## src/rtl/nn_cfg_pkg.sv

```systemverilog
// nn_cfg_pkg: loader state encoding, default network geometry
// and word width shared by the config loader blocks.
package nn_cfg_pkg;

    localparam int DEF_DATA_WIDTH = 16;
    localparam int CFG_WORD_W = 2 * DEF_DATA_WIDTH;
    localparam int DEF_NUM_LAYERS = 3;

    localparam int DEF_NN_L1 = 30;
    localparam int DEF_NN_L2 = 30;
    localparam int DEF_NN_L3 = 10;
    localparam int DEF_NW_L1 = 784;
    localparam int DEF_NW_L2 = 30;
    localparam int DEF_NW_L3 = 30;

    typedef enum logic [2:0] {
        ST_IDLE   = 3'd0,
        ST_WEIGHT = 3'd1,
        ST_BIAS   = 3'd2,
        ST_CHECK  = 3'd3,
        ST_DONE   = 3'd4
    } cfg_state_e;

    function automatic int max3(input int a, input int b, input int c);
        int m;
        m = (a > b) ? a : b;
        return (m > c) ? m : c;
    endfunction

endpackage

```

## src/rtl/nn_cfg_index_counter.sv

```systemverilog
// nn_cfg_index_counter: nested weight/neuron/layer position
// inside the config image, with last-of-level flags.
module nn_cfg_index_counter
    import nn_cfg_pkg::*;
#(
    parameter int NUM_LAYERS = DEF_NUM_LAYERS,
    parameter int NN_L1 = DEF_NN_L1,
    parameter int NN_L2 = DEF_NN_L2,
    parameter int NN_L3 = DEF_NN_L3,
    parameter int NW_L1 = DEF_NW_L1,
    parameter int NW_L2 = DEF_NW_L2,
    parameter int NW_L3 = DEF_NW_L3,
    localparam int WC_W = $clog2(max3(NW_L1, NW_L2, NW_L3)) + 1,
    localparam int NC_W = $clog2(max3(NN_L1, NN_L2, NN_L3)) + 1
) (
    input  logic            s_axi_aclk,
    input  logic            s_axi_aresetn,
    input  logic            clear,
    input  logic            adv_weight,
    input  logic            adv_bias,
    output logic [1:0]      layer_idx,
    output logic [NC_W-1:0] neuron_idx,
    output logic [WC_W-1:0] weight_idx,
    output logic            last_weight,
    output logic            last_neuron,
    output logic            last_layer
);

    function automatic logic [WC_W-1:0] last_w_of(input logic [1:0] l);
        case (l)
            2'd0:    return WC_W'(NW_L1 - 1);
            2'd1:    return WC_W'(NW_L2 - 1);
            default: return WC_W'(NW_L3 - 1);
        endcase
    endfunction

    function automatic logic [NC_W-1:0] last_n_of(input logic [1:0] l);
        case (l)
            2'd0:    return NC_W'(NN_L1 - 1);
            2'd1:    return NC_W'(NN_L2 - 1);
            default: return NC_W'(NN_L3 - 1);
        endcase
    endfunction

    assign last_weight = (weight_idx == last_w_of(layer_idx));
    assign last_neuron = (neuron_idx == last_n_of(layer_idx));
    assign last_layer  = (layer_idx == 2'(NUM_LAYERS - 1));

    // After the final bias everything wraps to the first position.
    always_ff @(posedge s_axi_aclk or negedge s_axi_aresetn) begin
        if (!s_axi_aresetn) begin
            layer_idx  <= '0;
            neuron_idx <= '0;
            weight_idx <= '0;
        end else if (clear) begin
            layer_idx  <= '0;
            neuron_idx <= '0;
            weight_idx <= '0;
        end else if (adv_bias) begin
            weight_idx <= '0;
            if (last_neuron) begin
                neuron_idx <= '0;
                layer_idx  <= last_layer ? 2'd0 : layer_idx + 2'd1;
            end else begin
                neuron_idx <= neuron_idx + NC_W'(1);
            end
        end else if (adv_weight && !last_weight) begin
            weight_idx <= weight_idx + WC_W'(1);
        end
    end

endmodule

```

## src/rtl/nn_config_loader.sv

```systemverilog
// nn_config_loader: streams the weight/bias image into the layer
// config ports. CFG_CHECKSUM_EN adds a trailing checksum word.
module nn_config_loader
    import nn_cfg_pkg::*;
#(
    parameter int DATA_WIDTH = CFG_WORD_W / 2,
    parameter int NUM_LAYERS = DEF_NUM_LAYERS,
    parameter int NN_L1 = DEF_NN_L1,
    parameter int NN_L2 = DEF_NN_L2,
    parameter int NN_L3 = DEF_NN_L3,
    parameter int NW_L1 = DEF_NW_L1,
    parameter int NW_L2 = DEF_NW_L2,
    parameter int NW_L3 = DEF_NW_L3,
    localparam int W = 2 * DATA_WIDTH,
    localparam int WC_W = $clog2(max3(NW_L1, NW_L2, NW_L3)) + 1,
    localparam int NC_W = $clog2(max3(NN_L1, NN_L2, NN_L3)) + 1
) (
    input  logic         s_axi_aclk,
    input  logic         s_axi_aresetn,
    input  logic         start,
    input  logic         abort,
    input  logic [W-1:0] cfg_data,
    input  logic         cfg_valid,
    output logic         cfg_ready,
    output logic [W-1:0] layer_num,
    output logic [W-1:0] neuron_num,
    output logic [W-1:0] weight_value,
    output logic         weight_valid,
    output logic [W-1:0] bias_value,
    output logic         bias_valid,
    output logic         busy,
    output logic         done,
    output logic         error
);

`ifdef CFG_CHECKSUM_EN
    localparam cfg_state_e ST_AFTER_IMAGE = ST_CHECK;
`else
    localparam cfg_state_e ST_AFTER_IMAGE = ST_DONE;
`endif

    cfg_state_e      state;
    logic            accept;
    logic            adv_weight;
    logic            adv_bias;
    logic            clear;
    logic [1:0]      layer_idx;
    logic [NC_W-1:0] neuron_idx;
    logic [WC_W-1:0] weight_idx;
    logic            last_weight;
    logic            last_neuron;
    logic            last_layer;

    assign cfg_ready  = (state == ST_WEIGHT) || (state == ST_BIAS) ||
                        (state == ST_CHECK);
    assign accept     = cfg_valid && cfg_ready;
    assign adv_weight = accept && !abort && (state == ST_WEIGHT);
    assign adv_bias   = accept && !abort && (state == ST_BIAS);
    assign clear      = abort || (start && (state == ST_IDLE));

    nn_cfg_index_counter #(
        .NUM_LAYERS (NUM_LAYERS),
        .NN_L1      (NN_L1),
        .NN_L2      (NN_L2),
        .NN_L3      (NN_L3),
        .NW_L1      (NW_L1),
        .NW_L2      (NW_L2),
        .NW_L3      (NW_L3)
    ) u_index (
        .s_axi_aclk    (s_axi_aclk),
        .s_axi_aresetn (s_axi_aresetn),
        .clear         (clear),
        .adv_weight    (adv_weight),
        .adv_bias      (adv_bias),
        .layer_idx     (layer_idx),
        .neuron_idx    (neuron_idx),
        .weight_idx    (weight_idx),
        .last_weight   (last_weight),
        .last_neuron   (last_neuron),
        .last_layer    (last_layer)
    );

`ifdef CFG_CHECKSUM_EN
    logic [W-1:0] csum;
    logic         error_q;

    assign error = error_q;
`else
    assign error = 1'b0;
`endif

    always_ff @(posedge s_axi_aclk or negedge s_axi_aresetn) begin
        if (!s_axi_aresetn) begin
            state        <= ST_IDLE;
            layer_num    <= W'(1);
            neuron_num   <= '0;
            weight_value <= '0;
            weight_valid <= 1'b0;
            bias_value   <= '0;
            bias_valid   <= 1'b0;
            busy         <= 1'b0;
            done         <= 1'b0;
`ifdef CFG_CHECKSUM_EN
            csum         <= '0;
            error_q      <= 1'b0;
`endif
        end else begin
            weight_valid <= 1'b0;
            bias_valid   <= 1'b0;
            done         <= 1'b0;
            if (abort) begin
                state      <= ST_IDLE;
                busy       <= 1'b0;
                layer_num  <= W'(1);
                neuron_num <= '0;
            end else begin
                case (state)
                    ST_IDLE: begin
                        if (start) begin
                            state <= ST_WEIGHT;
                            busy  <= 1'b1;
`ifdef CFG_CHECKSUM_EN
                            csum    <= '0;
                            error_q <= 1'b0;
`endif
                        end
                    end
                    ST_WEIGHT: begin
                        if (accept) begin
                            weight_value <= cfg_data;
                            weight_valid <= 1'b1;
                            layer_num    <= W'(layer_idx) + W'(1);
                            neuron_num   <= W'(neuron_idx);
`ifdef CFG_CHECKSUM_EN
                            csum         <= csum + cfg_data;
`endif
                            if (last_weight)
                                state <= ST_BIAS;
                        end
                    end
                    ST_BIAS: begin
                        if (accept) begin
                            bias_value <= cfg_data;
                            bias_valid <= 1'b1;
                            layer_num  <= W'(layer_idx) + W'(1);
                            neuron_num <= W'(neuron_idx);
`ifdef CFG_CHECKSUM_EN
                            csum       <= csum + cfg_data;
`endif
                            if (last_neuron && last_layer)
                                state <= ST_AFTER_IMAGE;
                            else
                                state <= ST_WEIGHT;
                        end
                    end
`ifdef CFG_CHECKSUM_EN
                    ST_CHECK: begin
                        if (accept) begin
                            error_q <= (cfg_data != csum);
                            state   <= ST_DONE;
                        end
                    end
`endif
                    ST_DONE: begin
                        state <= ST_IDLE;
                        busy  <= 1'b0;
                        done  <= 1'b1;
                    end
                    default: state <= ST_IDLE;
                endcase
            end
        end
    end

endmodule

```

## config.mk

```make
export PLATFORM = sky130hd
export DESIGN_NAME = nn_config_loader
export DESIGN_NICKNAME = d
export VERILOG_FILES = /design/src/rtl/nn_cfg_pkg.sv /design/src/rtl/nn_cfg_index_counter.sv /design/src/rtl/nn_config_loader.sv
export SDC_FILE = /design/constraint.sdc
export NUM_CORES = 1
export LEC_CHECK = 0
export BUFFER_PORTS_ARGS = -buffer_cell sky130_fd_sc_hd__buf_4
export CORE_MARGIN = 4
export CORE_UTILIZATION = 50
export DETAILED_ROUTE_END_ITERATION = 16
export PLACE_DENSITY = 0.86
export SYNTH_ARGS = -nofsm -noshare
export SYNTH_HDL_FRONTEND = slang
export SYNTH_SLANG_ARGS = --single-unit
```

## constraint.sdc

```tcl
create_clock -name s_axi_aclk -period 5.4 [get_ports s_axi_aclk]
set_clock_uncertainty 0.05 [all_clocks]
set_input_delay 0.54 -clock s_axi_aclk [delete_from_list [all_inputs] [get_ports s_axi_aclk]]
set_output_delay 0.54 -clock s_axi_aclk [all_outputs]
set_load 0.01 [all_outputs]
```

==> results of run 1 <==
registers in the layout, summed over array words and instances, names as in the netlist:
| name | count |
|---|---|
| weight_value | 32 |
| u_index.layer_idx | 2 |
| bias_valid | 1 |
| neuron_num | 6 |
| weight_valid | 1 |
| done | 1 |
| bias_value | 32 |
| busy | 1 |
| layer_num | 3 |
| u_index.weight_idx | 11 |
| state | 3 |
| u_index.neuron_idx | 6 |
power breakdown:
group          switching, mW  leakage [nW]  total [mW]  internal [mW]
clock                  0.271         0.110       0.508          0.236
sequential            0.0440          1.33       0.854          0.810
combinational          0.176          1.55       0.313          0.137
total                  0.491          2.99        1.67           1.18
kinds of logic (layout without fill, tap and decap cells):
family / after synthesis / in the layout / synth area share, %
simple gates: 174 / 174 / 16.75
flops: 99 / 99 / 53.10
buf+inv: 82 / 141 / 11.42
mux: 43 / 43 / 10.10
compound gates: 40 / 40 / 6.031
fa+ha+maj: 8 / 8 / 2.144
xor+xnor: 2 / 2 / 0.3753
other cells: 1 / 56 / 0.08033
stage by stage:
stage	setup slack (ps)	hold WS [ps]	util, %	std cells	total power, mW
3_5_place_dp	2866	415.7	60.53	655	1.183
3_3_place_gp	2977	409.8	60.53	655	1.172
4_1_cts	2972	141.5	62.93	671	1.692
5_1_grt	2763	148.0	62.93	671	1.766
2_1_floorplan	3388	194.4	-	504	1.031
6_report	2990	117.8	62.93	671	1.674
final timing paths:
check | from | to | slack (ps)
worst max-delay path | state[1]$_DFFE_PN0P_ | weight_value[5]$_DFFE_PN0P_ | 2990
worst min-delay path | s_axi_aresetn | bias_value[20]$_DFFE_PN0P_ | 120
worst max register to register | state[1]$_DFFE_PN0P_ | weight_value[5]$_DFFE_PN0P_ | 2990
worst min register to register | weight_value[30]$_DFFE_PN0P_ | weight_value[30]$_DFFE_PN0P_ | 440
max in group asynchronous | s_axi_aresetn | u_index.weight_idx[1]$_DFFE_PN0P_ | 4110
min in group s_axi_aclk | cfg_data[10] | weight_value[10]$_DFFE_PN0P_ | 320
per-layer routing:
metal / wire length [um] / GRT usage, % / vias up
li1: - / - / 1597
met1: 3991 / 22.04 / 1630
met2: 5013 / 31.87 / 146
met3: 1092 / 7.830 / 8
met4: 72 / 4.780 / 0
met5: 0 / 0 / -
layout make-up:
cell class / count / area [sq um] / share of cell area (%)
Tap cell: 108 / 135.1 / 2.415
Sequential cell: 99 / 2479 / 44.30
Inverter: 9 / 33.78 / 0.6038
Timing Repair Buffer: 116 / 870.8 / 15.56
Multi-Input combinational cell: 323 / 1863 / 33.30
Clock buffer: 10 / 137.6 / 2.460
Clock inverter: 6 / 76.32 / 1.364
synth_stat cells (all sizes together) (3+ instances only):
master / number / area [sq um]
nand3: 15 / 87.59
a211o: 3 / 26.28
o21ai: 8 / 51.30
mux2: 33 / 371.6
mux2i: 10 / 100.1
nor4: 3 / 18.77
nand4: 3 / 18.77
clkbuf: 7 / 26.28
nor2: 9 / 33.78
nand2: 119 / 446.7
dfrtp: 98 / 2452
inv: 9 / 33.78
ha: 8 / 100.1
nor2b: 3 / 18.77
buf: 66 / 473.0
nor3: 4 / 25.02
or3: 6 / 37.54
and4: 3 / 27.53
a21oi: 16 / 80.08
a211oi: 3 / 27.52
critical path: cells and delay by family, from the launching register on:
kind	cells	cell delay, ps
buffers and inverters	2	970
AND/OR/NAND/NOR	4	780
flip-flops	1	530
==> impl_results.md, run 1 <==
- CTS Root Cell: clkbuf_8
- # rows: 34
- Max cap viols: 0
- Synth Flop Type: dfrtp_1
- GPL Wtd Cong: 0.8470
- Type of origin of the critical path: flop
- CTS H-tree lvls: 3
- Fin nets: 603
- # port buffers: 114
- First DRT Iteration DRCs: 130
- TritonCTS clock tree: built
- Post-synth EDFFs: 0
- Deepest clock path buffer count: 2
- Most frequent cells in the layout: nand2_1 (119), buf_4 (116), dfrtp_1 (98)
- Drt drc: 0
- Design Area, Final: 5595 sq um
- Vias per cell: 5.039
- # Post-CTS Setup Buffers: 0
- Fmax: 414.9 MHz
- Synth Warn #: 0
- IO Pins: 171
- Total negative slack: 0 ps
- DRT antenna net count: 0
- Final period util: 44.64%
- Die height: 104.6 um
- Final setup vio count: 0
- GRT Overall Usage: 18.72%
- Initial antenna violation count: 0
- Slowest stage cell, crit path: inv_1
- Maximum vdd drop: 0.1617 mV
- Total Wirelength: 10,170 um
- Placed Area: 5381 sq um
- Netlist cell types: 46
- Core Footprint: 8891 sq um
- Synthesized area per cell: 10.40 sq um
- Max-slew headroom: 38.61%
- CTS Hold Bufs: 0
- Final Max Slew Viols: 0
- Data arrival, critical path: 2670 ps
- Starting Density: 52.50%
- Remaining Overflow, GRT: 0
- Yosys reg bits: 99
- Status: finished clean
- DIE WIDTH: 104.6 um
- DR pass1 iterations: 7
- Final hold violation count: 0
- Clock-pin slew on the worst setup and hold paths: 110 ps
- Reg2reg path depth: 6
- Clock sink total: 99
- Post_cts resized: 0
- Share of cells above drive strength 1: 31.08%
- Average wire per standard cell: 15.16 um
- Fillers: 705
- Commonest non-fill, non-tap cell in the layout: nand2_1
- Slew @ Worst Pin: 919.9 ps
- CTS Buf Count: 9
- # diodes: 0
- Number of global-route vias before repair: 3,433
- Worst-Skew Late Latency: 350 ps
- Pwr dens: 299.2 nW/um^2
- FFs w/ async S/R, synth: 100.0%
- Global-route wire length before repair: 16,860 um
- HPWL Detailed: 7460 um
- CP required: 5660 ps
- DR vias: 3,381
- RSZ-0062 raised after global routing: no
- Minimum clock period: 2410 ps
- Critical path class: flop to flop
- Synth Instances: 449
- Mapped cell area: 4668 sq um
- CP Capture Type: flop
- Layout Area Growth over Synthesis: 19.86%
- Sequential share of the synthesized area: 53.10%
- Min-delay worst type: primary input to async pin
- CP cell instances: nor3_2 > nand2_1 > buf_4 > inv_1 > nand2_1 > nand2_1
- Largest stage delay on the critical path: 710 ps
- CP dominant cell by count: nand2_1
- Leakage: 2.986 nW
- Crit path max fanout: 35
- Die Area: 10,950 sq um
- Largest net degree at the start of global routing: 53
(Power assumes the default switching activity.)
==> run 2: changes to the inputs <==
--- a/config.mk
+++ b/config.mk
@@ -5,11 +5,12 @@
 export SDC_FILE = /design/constraint.sdc
 export NUM_CORES = 1
 export LEC_CHECK = 0
+export ABC_AREA = 1
 export BUFFER_PORTS_ARGS = -buffer_cell sky130_fd_sc_hd__buf_4
 export CORE_MARGIN = 4
-export CORE_UTILIZATION = 50
+export CORE_UTILIZATION = 45
 export DETAILED_ROUTE_END_ITERATION = 16
-export PLACE_DENSITY = 0.86
+export PLACE_DENSITY = 0.81
 export SYNTH_ARGS = -nofsm -noshare
 export SYNTH_HDL_FRONTEND = slang
 export SYNTH_SLANG_ARGS = --single-unit
==> constraint.sdc (replaced) <==
create_clock -name s_axi_aclk -period 2.1 [get_ports s_axi_aclk]
set_clock_uncertainty 0.05 [all_clocks]
set_input_delay 0.21 -clock s_axi_aclk [delete_from_list [all_inputs] [get_ports s_axi_aclk]]
set_output_delay 0.21 -clock s_axi_aclk [all_outputs]
set_load 0.01 [all_outputs]
==> run 2 against run 1 <==
Against the previous run:
- sequential share of layout area shrank 4.0 points
- critical path type is now primary input to flop
- final cell count up 22%
- largest power group unchanged
- synthesized cell count is 19% higher
- largest cell class unchanged
- register-to-register slack got worse by 2800 ps
- critical path depth is 1 higher
- highest routed layer unchanged
==> impl_results.md, run 2 <==
- Deepest clock path buffer count: 2
- Filler-free cell count of the finished design: 821
- Fmax: 515.7 MHz
- FF+latch area: 2479 sq um
- CTS H-tree lvls: 3
- Final setup vio count: 0
- Post-Synth XOR/XNOR Area: 0.5400%
- Sequential share of the synthesized area: 50.94%
- Mux contribution to synthesized area: 6.917%
- GPL Wtd Cong: 0.9246
- Largest net degree at the start of global routing: 34
- Biggest regs: bias_value x32, weight_value x32, u_index.weight_idx x11
- Share of cells above drive strength 1: 26.28%
- Layout Area Growth over Synthesis: 26.38%
- Adder-cell share of the synthesized area: 2.057%
- Mapped cell area: 4866 sq um
- Fraction of the mapped netlist area in simple logic gates: 22.24%
- Synthesized area per cell: 9.129 sq um
- Worst-Skew Late Latency: 360 ps
- Average wire per standard cell: 13.93 um
- GRT Overall Usage: 18.22%
- Final period util: 92.35%
- Placed instance count: 778
- Commonest non-fill, non-tap cell in the layout: nand2_1
- Total negative slack: 0 ps
- DRT antenna net count: 0
- TritonCTS clock tree: built
- CTS Buf Count: 9
- Most frequent cells after synthesis: nand2_1 (165), dfrtp_1 (98), buf_4 (56)
- RR Endpoint: u_index.weight_idx[8]$_DFFE_PN0P_
- Total Wirelength: 11,430 um
- Setup WS pre-CTS: 149.1 ps
- # rows: 37
- Remaining Overflow, GRT: 0
- IO Pins: 171
- # diodes: 0
- Critical path class: primary input to flop
- Min-delay worst type: primary input to flop
- Reg-to-Reg Start: u_index.layer_idx[0]$_DFFE_PN0P_
- Hold WS: 25.74 ps
- Starting Density: 46.71%
- Fillers: 890
- Clock sink total: 99
- Final hold violation count: 0
- Synth Instances: 533
- Maximum vdd drop: 0.6409 mV
- Netlist cell types: 33
- Die Area: 12,540 sq um
- DIE WIDTH: 112.0 um
- Crit path max fanout: 14
- Post-synth EDFFs: 0
- Synth Area in Compound Gates: 3.908%
- Clock-pin slew on the worst setup and hold paths: 90 ps
- Yosys reg bits: 99
- # Post-CTS Setup Buffers: 0
- Final Max Slew Viols: 0
- Pwr Total: 6.422 mW
- CP Capture Point: weight_value[4]$_DFFE_PN0P_
- Global-route wire length before repair: 19,040 um
- HP Start: cfg_data[5]
- Minimum clock period: 1939 ps
- Initial antenna violation count: 0
- Core Footprint: 10,420 sq um
- Status: finished clean
- # port buffers: 114
- Final WS setup: 160.7 ps
- Reg2reg path depth: 9
- CP required: 2300 ps
- Top-count cell post-synth: nand2_1
- Most frequent cells in the layout: nand2_1 (165), buf_4 (120), dfrtp_1 (98)
- Combinational family with the most area after synthesis: simple AND/OR/NAND/NOR gates
- Drt drc: 0
- Type of origin of the critical path: primary input
- Fin nets: 725
- DR pass1 iterations: 4
- CTS Root Cell: clkbuf_8
- Top-area cell type share of the netlist area: 50.40%
- Pwr dens: 1044 nW/um^2
- Area occupied by multi-input gates: 1951 sq um
- Number of global-route vias before repair: 4,024
- DR vias: 3,960
- Leakage: 3.262 nW
- Die height: 112.0 um
- First DRT Iteration DRCs: 215
- Placed Area: 5694 sq um
- Synth area leaders: dfrtp_1 (50%), nand2_1 (13%), buf_4 (8.6%), mux2_2 (5.1%), nand3_1 (3.4%)
- FFs w/ async S/R, synth: 100.0%
- Design Area, Final: 6150 sq um
- CP Capture Type: flop
- HPWL Detailed: 8076 um
- Critical Path Start: abort
- Synth Warn #: 0
- Vias per cell: 4.823
- RSZ-0062 raised after global routing: no
- Post-synth top area cell: dfrtp_1
- Synth Flop Type: dfrtp_1
- Data arrival, critical path: 2130 ps
- Final Util: 59.04%
- FF-to-FF setup slack: 210 ps
- Max cap viols: 0
==> run 2: per-layer routing <==
metal | vias up | global-route usage (%) | share of wire [%]
met5 | - | 0 | 0
met4 | 0 | 6.651 | 2.0
met3 | 26 | 5.924 | 9.5
met2 | 185 | 30.70 | 48
met1 | 1868 | 21.89 | 40
li1 | 1881 | - | -
==> run 2: report_power, final <==
group | internal [mW] | total (mW) | switching, mW
clock | 0.500 | 1.13 | 0.630
sequential | 2.49 | 2.87 | 0.379
combinational | 1.21 | 2.42 | 1.21
==> run 2: area by class of cell <==
| cell class | instances | area share (%) |
|---|---|---|
| flip-flops and latches | 99 | 40.31 |
| multi-input cells | 383 | 31.72 |
| well taps | 136 | 2.767 |
| repair buffers | 150 | 20.02 |
| clock inverters | 3 | 0.3459 |
| inverters | 37 | 2.258 |
| clock buffers | 13 | 2.584 |
==> run 2: cell families (layout without fill, tap and decap cells) <==
group,count (synthesis),count (layout)
AO/OA/AOI/OAI,32,32
XOR/XNOR,3,3
adder cells (fa/ha/maj),8,8
buffers and inverters,106,203
flip-flops,99,99
multiplexers,30,30
other,1,56
AND/OR/NAND/NOR,254,254
==> run 2: timing repair <==
item / in CTS / in global routing
gates resized for setup: 0 / 1
endpoints found under the setup margin: 0 / 8
endpoints found under the hold margin: 54 / 0
hold buffers: 27 / 0
==> run 2: worst min path at each step <==
stage,slack (ps),depth (start not counted),end
global placement,120,1,bias_value[16]$_DFFE_PN0P_
floorplan,-140,0,bias_valid$_DFF_PN0_
detailed placement,130,1,bias_value[16]$_DFFE_PN0P_
global route,20,3,bias_value[23]$_DFFE_PN0P_
finish,30,3,bias_value[5]$_DFFE_PN0P_
CTS,6,3,bias_value[5]$_DFFE_PN0P_
==> run 2: worst max-delay path: stages <==
cell	delay (ps)
dlygate4sd3_1	540
buf_4	160
inv_2	140
nand4_1	190
nor2_4	250
buf_4	270
mux2_2	360
